===== config.mk =====
export PLATFORM = sky130hd
export DESIGN_NAME = mcdt_pkt_formatter
export DESIGN_NICKNAME = d
export VERILOG_FILES = /design/src/rtl/mcdt_fmt_pkg.sv /design/src/rtl/mcdt_pkt_formatter_fifo.sv /design/src/rtl/mcdt_pkt_formatter.sv
export SDC_FILE = /design/constraint.sdc
export NUM_CORES = 2
export LEC_CHECK = 0
export ABC_AREA = 1
export CAP_MARGIN = 20
export CORE_ASPECT_RATIO = 0.9
export CORE_UTILIZATION = 33
export DETAILED_ROUTE_END_ITERATION = 8
export PLACE_DENSITY_LB_ADDON = 0.05
export RECOVER_POWER = 50
export SYNTH_ARGS = -nofsm -noshare
export SYNTH_HDL_FRONTEND = slang
export SYNTH_SLANG_ARGS = --single-unit

===== constraint.sdc =====
create_clock -name clk -period 5.05 [get_ports clk]
set_input_delay 1.01 -clock clk [delete_from_list [all_inputs] [get_ports clk]]
set_output_delay 1.01 -clock clk [all_outputs]
set_load 0.03 [all_outputs]

===== src/rtl/mcdt_fmt_pkg.sv =====
// Shared types and header layout for the mcdt packet formatter.
package mcdt_fmt_pkg;

  typedef enum logic [2:0] {IDLE, REQ, HEAD, DATA, TAIL} fmt_state_e;

  localparam int          CHNL_NUM  = 3;
  localparam logic [7:0]  HDR_MAGIC = 8'hA5;

  // Header word: magic[31:24] | chnl[23:22] | pkt_len[21:16] | seq[15:0]
  localparam int HDR_W         = 32;
  localparam int HDR_MAGIC_LSB = 24;
  localparam int HDR_MAGIC_W   = 8;
  localparam int HDR_CHNL_LSB  = 22;
  localparam int HDR_CHNL_W    = 2;
  localparam int HDR_LEN_LSB   = 16;
  localparam int HDR_LEN_W     = 6;
  localparam int HDR_SEQ_LSB   = 0;
  localparam int HDR_SEQ_W     = 16;

  function automatic logic [HDR_W-1:0] build_header(
    input logic [HDR_CHNL_W-1:0] chnl,
    input logic [HDR_LEN_W-1:0]  len,
    input logic [HDR_SEQ_W-1:0]  seq
  );
    logic [HDR_W-1:0] hdr;
    hdr = '0;
    hdr[HDR_MAGIC_LSB +: HDR_MAGIC_W] = HDR_MAGIC;
    hdr[HDR_CHNL_LSB  +: HDR_CHNL_W]  = chnl;
    hdr[HDR_LEN_LSB   +: HDR_LEN_W]   = len;
    hdr[HDR_SEQ_LSB   +: HDR_SEQ_W]   = seq;
    return hdr;
  endfunction

endpackage


===== src/rtl/mcdt_pkt_formatter_fifo.sv =====
// Per-channel first-word-fall-through FIFO; rd_data always presents the oldest word.
module fmt_fifo #(
  parameter int DATA_W = 32,
  parameter int DEPTH  = 32
) (
  input  logic                     clk,
  input  logic                     rstn,
  input  logic                     wr_en,
  input  logic [DATA_W-1:0]        wr_data,
  input  logic                     rd_en,
  output logic [DATA_W-1:0]        rd_data,
  output logic [$clog2(DEPTH):0]   count,
  output logic                     full,
  output logic                     empty
);
  localparam int AW = $clog2(DEPTH);
  localparam int CW = AW + 1;

  logic [DATA_W-1:0] mem [DEPTH];
  logic [AW-1:0]     wr_ptr, rd_ptr;
  logic              wr_ok, rd_ok;

  assign full    = (count == CW'(DEPTH));
  assign empty   = (count == '0);
  // A full FIFO still takes the write when a read frees a slot on the same edge.
  assign wr_ok   = wr_en && (!full || rd_en);
  assign rd_ok   = rd_en && !empty;
  assign rd_data = mem[rd_ptr];

  always_ff @(posedge clk or posedge rstn) begin
    if (rstn) begin
      wr_ptr <= '0;
      rd_ptr <= '0;
      count  <= '0;
    end else begin
      if (wr_ok) wr_ptr <= wr_ptr + AW'(1);
      if (rd_ok) rd_ptr <= rd_ptr + AW'(1);
      count <= count + CW'(wr_ok) - CW'(rd_ok);
    end
  end

  always_ff @(posedge clk) begin
    if (wr_ok) mem[wr_ptr] <= wr_data;
  end

endmodule


===== src/rtl/mcdt_pkt_formatter.sv =====
// Buffers the interleaved mcdt stream per channel and emits framed packets:
// header, PKT_LEN data words, XOR parity word.
module mcdt_pkt_formatter
  import mcdt_fmt_pkg::*;
#(
  parameter int DATA_W     = 32,
  parameter int FIFO_DEPTH = 32,
  parameter int PKT_LEN    = 4
) (
  input  logic              clk,
  input  logic              rstn,
  input  logic [DATA_W-1:0] mcdt_data_i,
  input  logic              mcdt_val_i,
  input  logic [1:0]        mcdt_id_i,
  output logic              fmt_req_o,
  input  logic              fmt_grant_i,
  output logic [DATA_W-1:0] fmt_data_o,
  output logic              fmt_val_o,
  output logic              fmt_sop_o,
  output logic              fmt_eop_o,
  output logic [1:0]        fmt_chnl_o,
  output logic [2:0]        ovf_o,
  output logic              id_err_o
);
  localparam int CW = $clog2(FIFO_DEPTH) + 1;
  localparam int BW = $clog2(PKT_LEN + 1);

  fmt_state_e          state, state_nxt;
  logic [1:0]          chnl, last, pick, cand;
  logic                found;
  logic [BW-1:0]       beat;
  logic [15:0]         seq [CHNL_NUM];
  logic [DATA_W-1:0]   parity;
  logic [CHNL_NUM-1:0] wr_en, rd_en, full, empty, elig;
  logic [CW-1:0]       count   [CHNL_NUM];
  logic [DATA_W-1:0]   rd_data [CHNL_NUM];

  for (genvar i = 0; i < CHNL_NUM; i++) begin : g_ch
    assign wr_en[i] = mcdt_val_i && (mcdt_id_i == 2'(i));
    assign rd_en[i] = (state == DATA) && (chnl == 2'(i)) && !empty[i];
    assign elig[i]  = (count[i] >= CW'(PKT_LEN));

    fmt_fifo #(.DATA_W(DATA_W), .DEPTH(FIFO_DEPTH)) u_fifo (
      .clk     (clk),
      .rstn    (rstn),
      .wr_en   (wr_en[i]),
      .wr_data (mcdt_data_i),
      .rd_en   (rd_en[i]),
      .rd_data (rd_data[i]),
      .count   (count[i]),
      .full    (full[i]),
      .empty   (empty[i])
    );
  end

  // Round-robin: search starts at the channel after the last one served.
  always_comb begin
    found = 1'b0;
    pick  = last;
    cand  = '0;
    for (int k = 1; k <= CHNL_NUM; k++) begin
      cand = 2'((int'(last) + k) % CHNL_NUM);
      if (!found && elig[cand]) begin
        found = 1'b1;
        pick  = cand;
      end
    end
  end

  always_ff @(posedge clk or posedge rstn) begin
    if (rstn) state <= IDLE;
    else      state <= state_nxt;
  end

  always_comb begin
    state_nxt  = state;
    fmt_req_o  = 1'b0;
    fmt_val_o  = 1'b0;
    fmt_sop_o  = 1'b0;
    fmt_eop_o  = 1'b0;
    fmt_data_o = '0;
    case (state)
      IDLE: if (found) state_nxt = REQ;
      REQ: begin
        fmt_req_o = 1'b1;
        if (fmt_grant_i) state_nxt = HEAD;
      end
      HEAD: begin
        fmt_val_o  = 1'b1;
        fmt_sop_o  = 1'b1;
        fmt_data_o = build_header(chnl, 6'(PKT_LEN), seq[chnl]);
        state_nxt  = DATA;
      end
      DATA: begin
        fmt_val_o  = 1'b1;
        fmt_data_o = rd_data[chnl];
        if (beat == BW'(PKT_LEN - 1)) state_nxt = TAIL;
      end
      TAIL: begin
        fmt_val_o  = 1'b1;
        fmt_eop_o  = 1'b1;
        fmt_data_o = parity;
        state_nxt  = IDLE;
      end
      default: state_nxt = IDLE;
    endcase
  end

  always_ff @(posedge clk or posedge rstn) begin
    if (rstn) begin
      chnl     <= '0;
      last     <= 2'd2;
      beat     <= '0;
      ovf_o    <= '0;
      id_err_o <= 1'b0;
      for (int i = 0; i < CHNL_NUM; i++) seq[i] <= '0;
    end else begin
      if (state == IDLE && found) chnl <= pick;
      if (state == HEAD)      beat <= '0;
      else if (state == DATA) beat <= beat + BW'(1);
      if (state == TAIL) begin
        seq[chnl] <= seq[chnl] + 16'd1;
        last      <= chnl;
      end
      // A dropped word is a write to a full FIFO that no read is freeing.
      ovf_o <= ovf_o | (wr_en & full & ~rd_en);
      if (mcdt_val_i && mcdt_id_i == 2'd3) id_err_o <= 1'b1;
    end
  end

  always_ff @(posedge clk) begin
    if (state == HEAD)      parity <= '0;
    else if (state == DATA) parity <= parity ^ rd_data[chnl];
  end

  assign fmt_chnl_o = chnl;

endmodule


# After elaboration in Yosys (flattened, before gate mapping)
# Memories as Yosys holds them, arrays and structs flattened.
# Index checks and enable logic that the tools add are counted.
totals:
  register_bits: 142
  mem_bits_rw: 3072
  latchBits: 0
  mem_bits_ro: 0
  wordCells: 150
  input_bits: 38
  mem_count: 3
op_classes:
  addsub: 17
  mux: 38
  bitwise: 6
  reduce_logical: 40
  n_eq_ne: 16
  order_cmp: 8
  mul: 0
  shifts: 0
  div_mod_pow: 3
memory_table:
  columns: ["name", "depth", "word_bits", "read_ports", "rd_clocked_by_memory_dff", "wr", "line", "source"]
  rows:
  - ["g_ch[0].u_fifo.mem", 32, 32, 1, 0, 1, "mcdt_pkt_formatter_fifo.sv:19", "logic [DATA_W-1:0] mem [DEPTH];"]
  - ["g_ch[1].u_fifo.mem", 32, 32, 1, 0, 1, "mcdt_pkt_formatter_fifo.sv:19", null]
  - ["g_ch[2].u_fifo.mem", 32, 32, 1, 0, 1, "mcdt_pkt_formatter_fifo.sv:19", null]
ops:
  columns: ["op", "count"]
  rows:
  - ["remainder unit 32 x 3 -> 32 bit, second input constant", 3]
  - ["case mux 32 bit (3 select lines)", 1]
  - ["binary-select mux 32 bit (select 2 bit)", 1]
  - ["two-way mux 32 bit", 2]
  - ["bitwise mux 48 bit", 1]
  - ["two-way mux 16 bit", 3]
  - ["binary-select mux 16 bit (select 2 bit)", 1]
  - ["demux 16 bit (select 2 bit)", 1]
  - ["XOR 32 bit", 1]
  - ["adder 5 x 1 -> 5 bit, second input constant", 6]
  - ["logical AND 1 bit", 20]
  - ["adder 6 x 1 -> 6 bit", 3]
  - ["== test 6 bit, second input constant", 3]
  - [">= comparator 6 x 3 -> 1 bit, second input constant", 3]
  - ["logical NOT 6 bit", 3]
  - ["subtractor 6 x 1 -> 6 bit", 3]
  - ["adder 16 x 1 -> 16 bit, second input constant", 1]
  - ["two-way mux 1 bit", 16]
  - ["two-way mux 3 bit", 5]
  - ["case mux 3 bit (4 select lines)", 1]
  - ["== test 3 x 2 -> 1 bit, second input constant", 3]
  - ["less-than comparator 2 x 3 -> 1 bit, second input constant", 3]
  - ["logical NOT 1 bit", 8]
  - ["adder 2 x 2 -> 3 bit, second input constant", 2]
  - ["other kinds (21)", 34]

# Depth between registers and ports, before layout
depth:
  word_depth: 13
  depth_mapped: 18

# By module
# From an unflattened synthesis, not the netlist that was laid out.
hier_totals:
  hier_cells: 13058
  hier_area_um2: 137906.0
modules_own_cells:
  columns: ["mod", "area_each_um2", "instances", "cells_per_inst", "seq_area_each_um2"]
  rows:
  - ["fmt_fifo (g_ch[0].u_fifo ...)", 44012.2, 2, 4076, 31149.9]
  - ["fmt_fifo (g_ch[2].u_fifo)", 44028.5, 1, 4076, 31149.9]
  - ["mcdt_pkt_formatter", 5853.1, 1, 830, 2193.4]

# Worst setup path before layout
# OpenSTA, ideal clock, no wires.
synth_path:
  path_type: "in2reg"
  startpoint: "in mcdt_id_i[1]"
  endpoint: "mem g_ch[1].u_fifo.mem[3][0], enable pin"
  t_arrival_ns: 3.728
  path_buffers: 0
  path_slack_ns: 0.861
  path_stages: 5
  cell_sequence: "inv_1 nand3_1 a21oi_4 inv_1 nor3_1"
synth_between:
  elab_chain_len: 5
synth_rtl:
  columns: ["item", "line", "source"]
  rows:
  - ["start, declared", "mcdt_pkt_formatter.sv:14", "input logic [1:0] mcdt_id_i,"]
  - ["== test 2 x 1 -> 1 bit", "mcdt_pkt_formatter.sv:39", "assign wr_en[i] = mcdt_val_i && (mcdt_id_i == 2'(i));"]
  - ["logical AND 1 bit", "mcdt_pkt_formatter.sv:39", null]
  - ["logical AND 1 bit", "mcdt_pkt_formatter_fifo.sv:26", "assign wr_ok = wr_en && (!full || rd_en);"]
  - ["two-way mux 1 bit", "mcdt_pkt_formatter_fifo.sv:43", "if (wr_ok) mem[wr_ptr] <= wr_data;"]
  - ["two-way mux 1 bit (implied by the code)", "mcdt_pkt_formatter_fifo.sv:43", null]
  - ["end, declared", "mcdt_pkt_formatter_fifo.sv:19", null]
# No other way between the ends.

# Final worst setup path
layout_path:
  startpoint: "reg g_ch[1].u_fifo.rd_ptr[0]"
  endpoint: "out fmt_data_o[2]"
layout_between:
  elab_chain_len: 5
layout_rtl:
  columns: ["item", "line", "source"]
  rows:
  - ["start, declared", "mcdt_pkt_formatter_fifo.sv:20", "logic [AW-1:0] wr_ptr, rd_ptr;"]
  - ["start signal, assigned", "mcdt_pkt_formatter_fifo.sv:37", "if (rd_ok) rd_ptr <= rd_ptr + AW'(1);"]
  - ["memory (32 x 32 bit)", null, null]
  - ["binary-select mux 32 bit (select 2 bit)", "mcdt_pkt_formatter.sv:96", "fmt_data_o = rd_data[chnl];"]
  - ["two-way mux 32 bit (implied by the code) (2 in a row)", "mcdt_pkt_formatter.sv:96", null]
  - ["case mux 32 bit (3 select lines)", "mcdt_pkt_formatter.sv:82", "case (state)"]
  - ["end, declared", "mcdt_pkt_formatter.sv:17", "output logic [DATA_W-1:0] fmt_data_o,"]
# No other way between the ends. The select of a mux whose other input is x is not followed.

==> reports/results.txt <==
sequential cell area - 95,700 um^2
dpl cells - 17,600
crit path kind - reg2out
vias per cell - 4.99
Area Overhead vs Synth - 17.1%
FF+latch count, synth - 3,214
WL final - 486,000 um
power density of the placed cells - 548 nW/um^2
CP Depth - 13
Async SR Flop Fraction - 3.42%
most used cell, CP - nand2_1
register area share after synthesis - 71.1%
status - finished, violations left
Critical-path top delay cell - dfrtp_4
critical path buffer and inverter count - 3
Yosys top cell by area - edfxtp_1
worst path cell trace - buf_4 > buf_16 > nand2_1 > nand3_1 > nand3_1 > nand2_1 > nor2_1 > nand2_1 > nand3_2 > nand3_2 > nand2_1 > nand2_1 > buf_12
CP Data Required Time - 4.04 ns
multi-input logic area - 34,500 um^2
Die W - 675 um
hpwl dp - 281,000 um
Placer Congestion - 0.828
Clock Path Buffers - 4
final period utilization - 99.1%
Port Buffers - 79
Static Leak - 0.0598 uW
IO Count - 80
syn_nets - 12,500
CTS tree - yes
layout cell share with drive strength beyond 1 - 9.81%
first-pass GRT wire length - 685,000 um
Root Buffer Master - clkbuf_16
Post-Synth Adder-Cell Area - 0.547%
min setup slack post-route - 0.0440 ns
synth unique cells - 50
Post-Synthesis Cells - 12,400
initial antenna violation count - 37
die area - 410,000 um^2
number of synthesized flops with an enable pin - 3,072
largest family of logic cells by synthesized area - simple AND/OR/NAND/NOR gates
Initial Util - 33.1%
initial drt markers - 7,971
WL/cell - 26.5 um
syn_area_per_cell - 10.9 um^2
clock-pin transition on the worst setup and hold timing paths - 0.06 ns
Max rail drop VDD - 346 uV
vias after detailed routing - 91,400
Setup Skew - 0.0532 ns
largest net degree at the start of global routing - 110
RSZ-0062 raised after global routing - true
first drt pass iteration count - 5
latest clock arrival within the worst-skew pair - 0.97 ns
Synth Flop Type - edfxtp_1
final net count - 12,700
dpl ws - 0.0783 ns
Remaining Overflow, GRT - 0
worst hold path depth - 1
fin cells - 18,300
Fmax - 0.200 GHz
Maximum Capacitance Violations - 62
most frequent cells in the layout - nand2_1 (4,563), edfxtp_1 (3,072), nand3_1 (1,550), nor2_1 (734), inv_1 (697)
Worst Hold Class - reg2reg
Synth warnings - 0
most common cell after layout, fill and taps aside - nand2_1
Slew @ Worst Pin - 4.56 ns
H-tree levels - 5
Routed Antenna Nets - 0
CTS Buf Count - 367
CP arrival - 4.00 ns
final period demand of the worst path - 5.01 ns
Yosys top cell area share - 68.6%
ranking of synthesized cells by area - edfxtp_1 (69%), nand2_1 (13%), nand3_1 (6.1%), nor2_1 (2.4%), dfrtp_1 (2.0%)
clock sink total - 3,214
Crit path max-delay family - simple AND/OR/NAND/NOR gates
post-synthesis mux area share - 0%
Placement Rows - 222
DRC violations left - 0
worst-path fanout max - 83
fillers - 39,200
Final Max Tran Viols - 2,678
Die Y - 608 um
Fin. Hold Viols - 0
post-layout util - 38.8%
CP Launch Type - flip-flop
# hold bufs at CTS - 0
failing checks - capacitance limit, slew limit
XOR/XNOR share of the synthesized area - 0.274%
CP Capture Type - output port
Synth Area in Compound Gates - 2.13%
worst reg2reg path depth - 10
final setup fails - 0
slew margin rel. - -204%
Core Box Area - 406,000 um^2
post-synthesis simple-gate area fraction - 21.6%
Netlist Area Pre-Place - 134,000 um^2
All-Layer GR Usage - 23.3%
biggest cell delay along the critical path - 0.51 ns
vias in the first global route - 88,100
==> cell families (layout without fill, tap and decap cells) <==
| logic type | count (synthesis) | after routing |
|---|---|---|
| xor gates and xnor gates | 42 | 42 |
| other | 0 | 21 |
| buffers and inverters | 1399 | 1922 |
| AOI/OAI and AO/OA | 544 | 544 |
| DFF | 3214 | 3214 |
| adders and majority gates | 57 | 57 |
| and+or+nand+nor | 7138 | 7138 |
==> power breakdown <==
part | switching [uW] | internal, uW | leakage, uW
Combinational | 21600 | 8050 | 0.0249
Clock | 11000 | 15000 | 0.00561
Sequential | 538 | 30000 | 0.0293
Total | 33200 | 53100 | 0.0598
==> routing by layer <==
layer  vias up  part of all wire [%]  wire [um]  global-route usage (%)
met3       548                   4.8      23300                    2.27
met5         -                0.0025         12                       0
met2      2407                    46     221000                    37.0
li1      42200                     -          -                       -
met4         2                   2.9      14000                    6.10
met1     46200                    47     227000                    34.1
==> through the flow <==
stage / area [um^2] / setup TNS [ns] / hold WS, ns / total power [uW]
finish: 158000 / 0 / 0.465 / 86300
global route: 157000 / -0.0390 / 0.497 / 90400
CTS: 158000 / -0.120 / 0.345 / 87000
detailed placement: 145000 / 0 / 0.455 / 59600
global placement: 145000 / 0 / 0.451 / 59600
floorplan: 134000 / 0 / 0.442 / 46300
==> final cells by class <==
class                      instances  area share [%]
sequential                      3214            60.7
multi-input combinational       7781            21.9
clock buffer                     483            6.32
tap                             5376            4.27
timing repair buffer             530            3.95
inverter                         723            1.78
clock inverter                   179           0.964
timing repair inverter             7          0.0405
antenna                           21          0.0334
==> state kept, by name (all words and copies together), names as in the netlist <==
register and cells:
g_ch.u_fifo.mem 3072, seq 48, parity 32, g_ch.u_fifo.count 18
g_ch.u_fifo.rd_ptr 15, g_ch.u_fifo.wr_ptr 15, beat 3, ovf_o 3
state 3, fmt_chnl_o 2, last 2, id_err_o 1
==> synthesized netlist by cell type (2+ instances only) <==
cell      number
nand3_1     1641
clkbuf_1     301
buf_1         77
dfrtp_1      109
nor2_1       857
nor2_2         6
inv_1        707
nor3b_1        2
nand3_2        3
buf_2        241
dfxtp_1       32
a31o_2         5
a21boi_0       2
inv_2         12
xor2_1        38
fa_1           3
o21ai_1       15
edfxtp_1    3072
and2_1         6
clkinv_1       3
a31oi_1        3
nand4_1       11
nand3b_1       2
a21oi_1      225
nor2_4         2
buf_4         32
nor3_2         2
and3_1         8
o221ai_1       2
buf_6         24
nand2_2        7
o211ai_1       3
nor3_1        13
nand2_1     4577
a22oi_1       23
xnor2_1        4
o21ai_0      258
ha_1          54
==> timing repair <==
action                     CTS  global route
setup endpoints to repair   32            24
setup buffers                9             3
pin swaps                    0             1
gates cloned                11             1
gates resized for setup    187            43
==> final timing paths <==
kind | slack [ns] | startpoint | to
worst max-delay path | 0.04 | g_ch[1].u_fifo.rd_ptr[0] | fmt_data_o[2]
worst min-delay path | 0.47 | id_err_o | id_err_o
worst max register to register | 1.14 | fmt_chnl_o[1] | g_ch[2].u_fifo.mem[7][31]
worst min register to register | 0.47 | id_err_o | id_err_o
max in group asynchronous | 2.31 | rstn | g_ch[1].u_fifo.rd_ptr[2]
min in group asynchronous | 1.19 | rstn | ovf_o[2]
(Power assumes the default switching activity.)
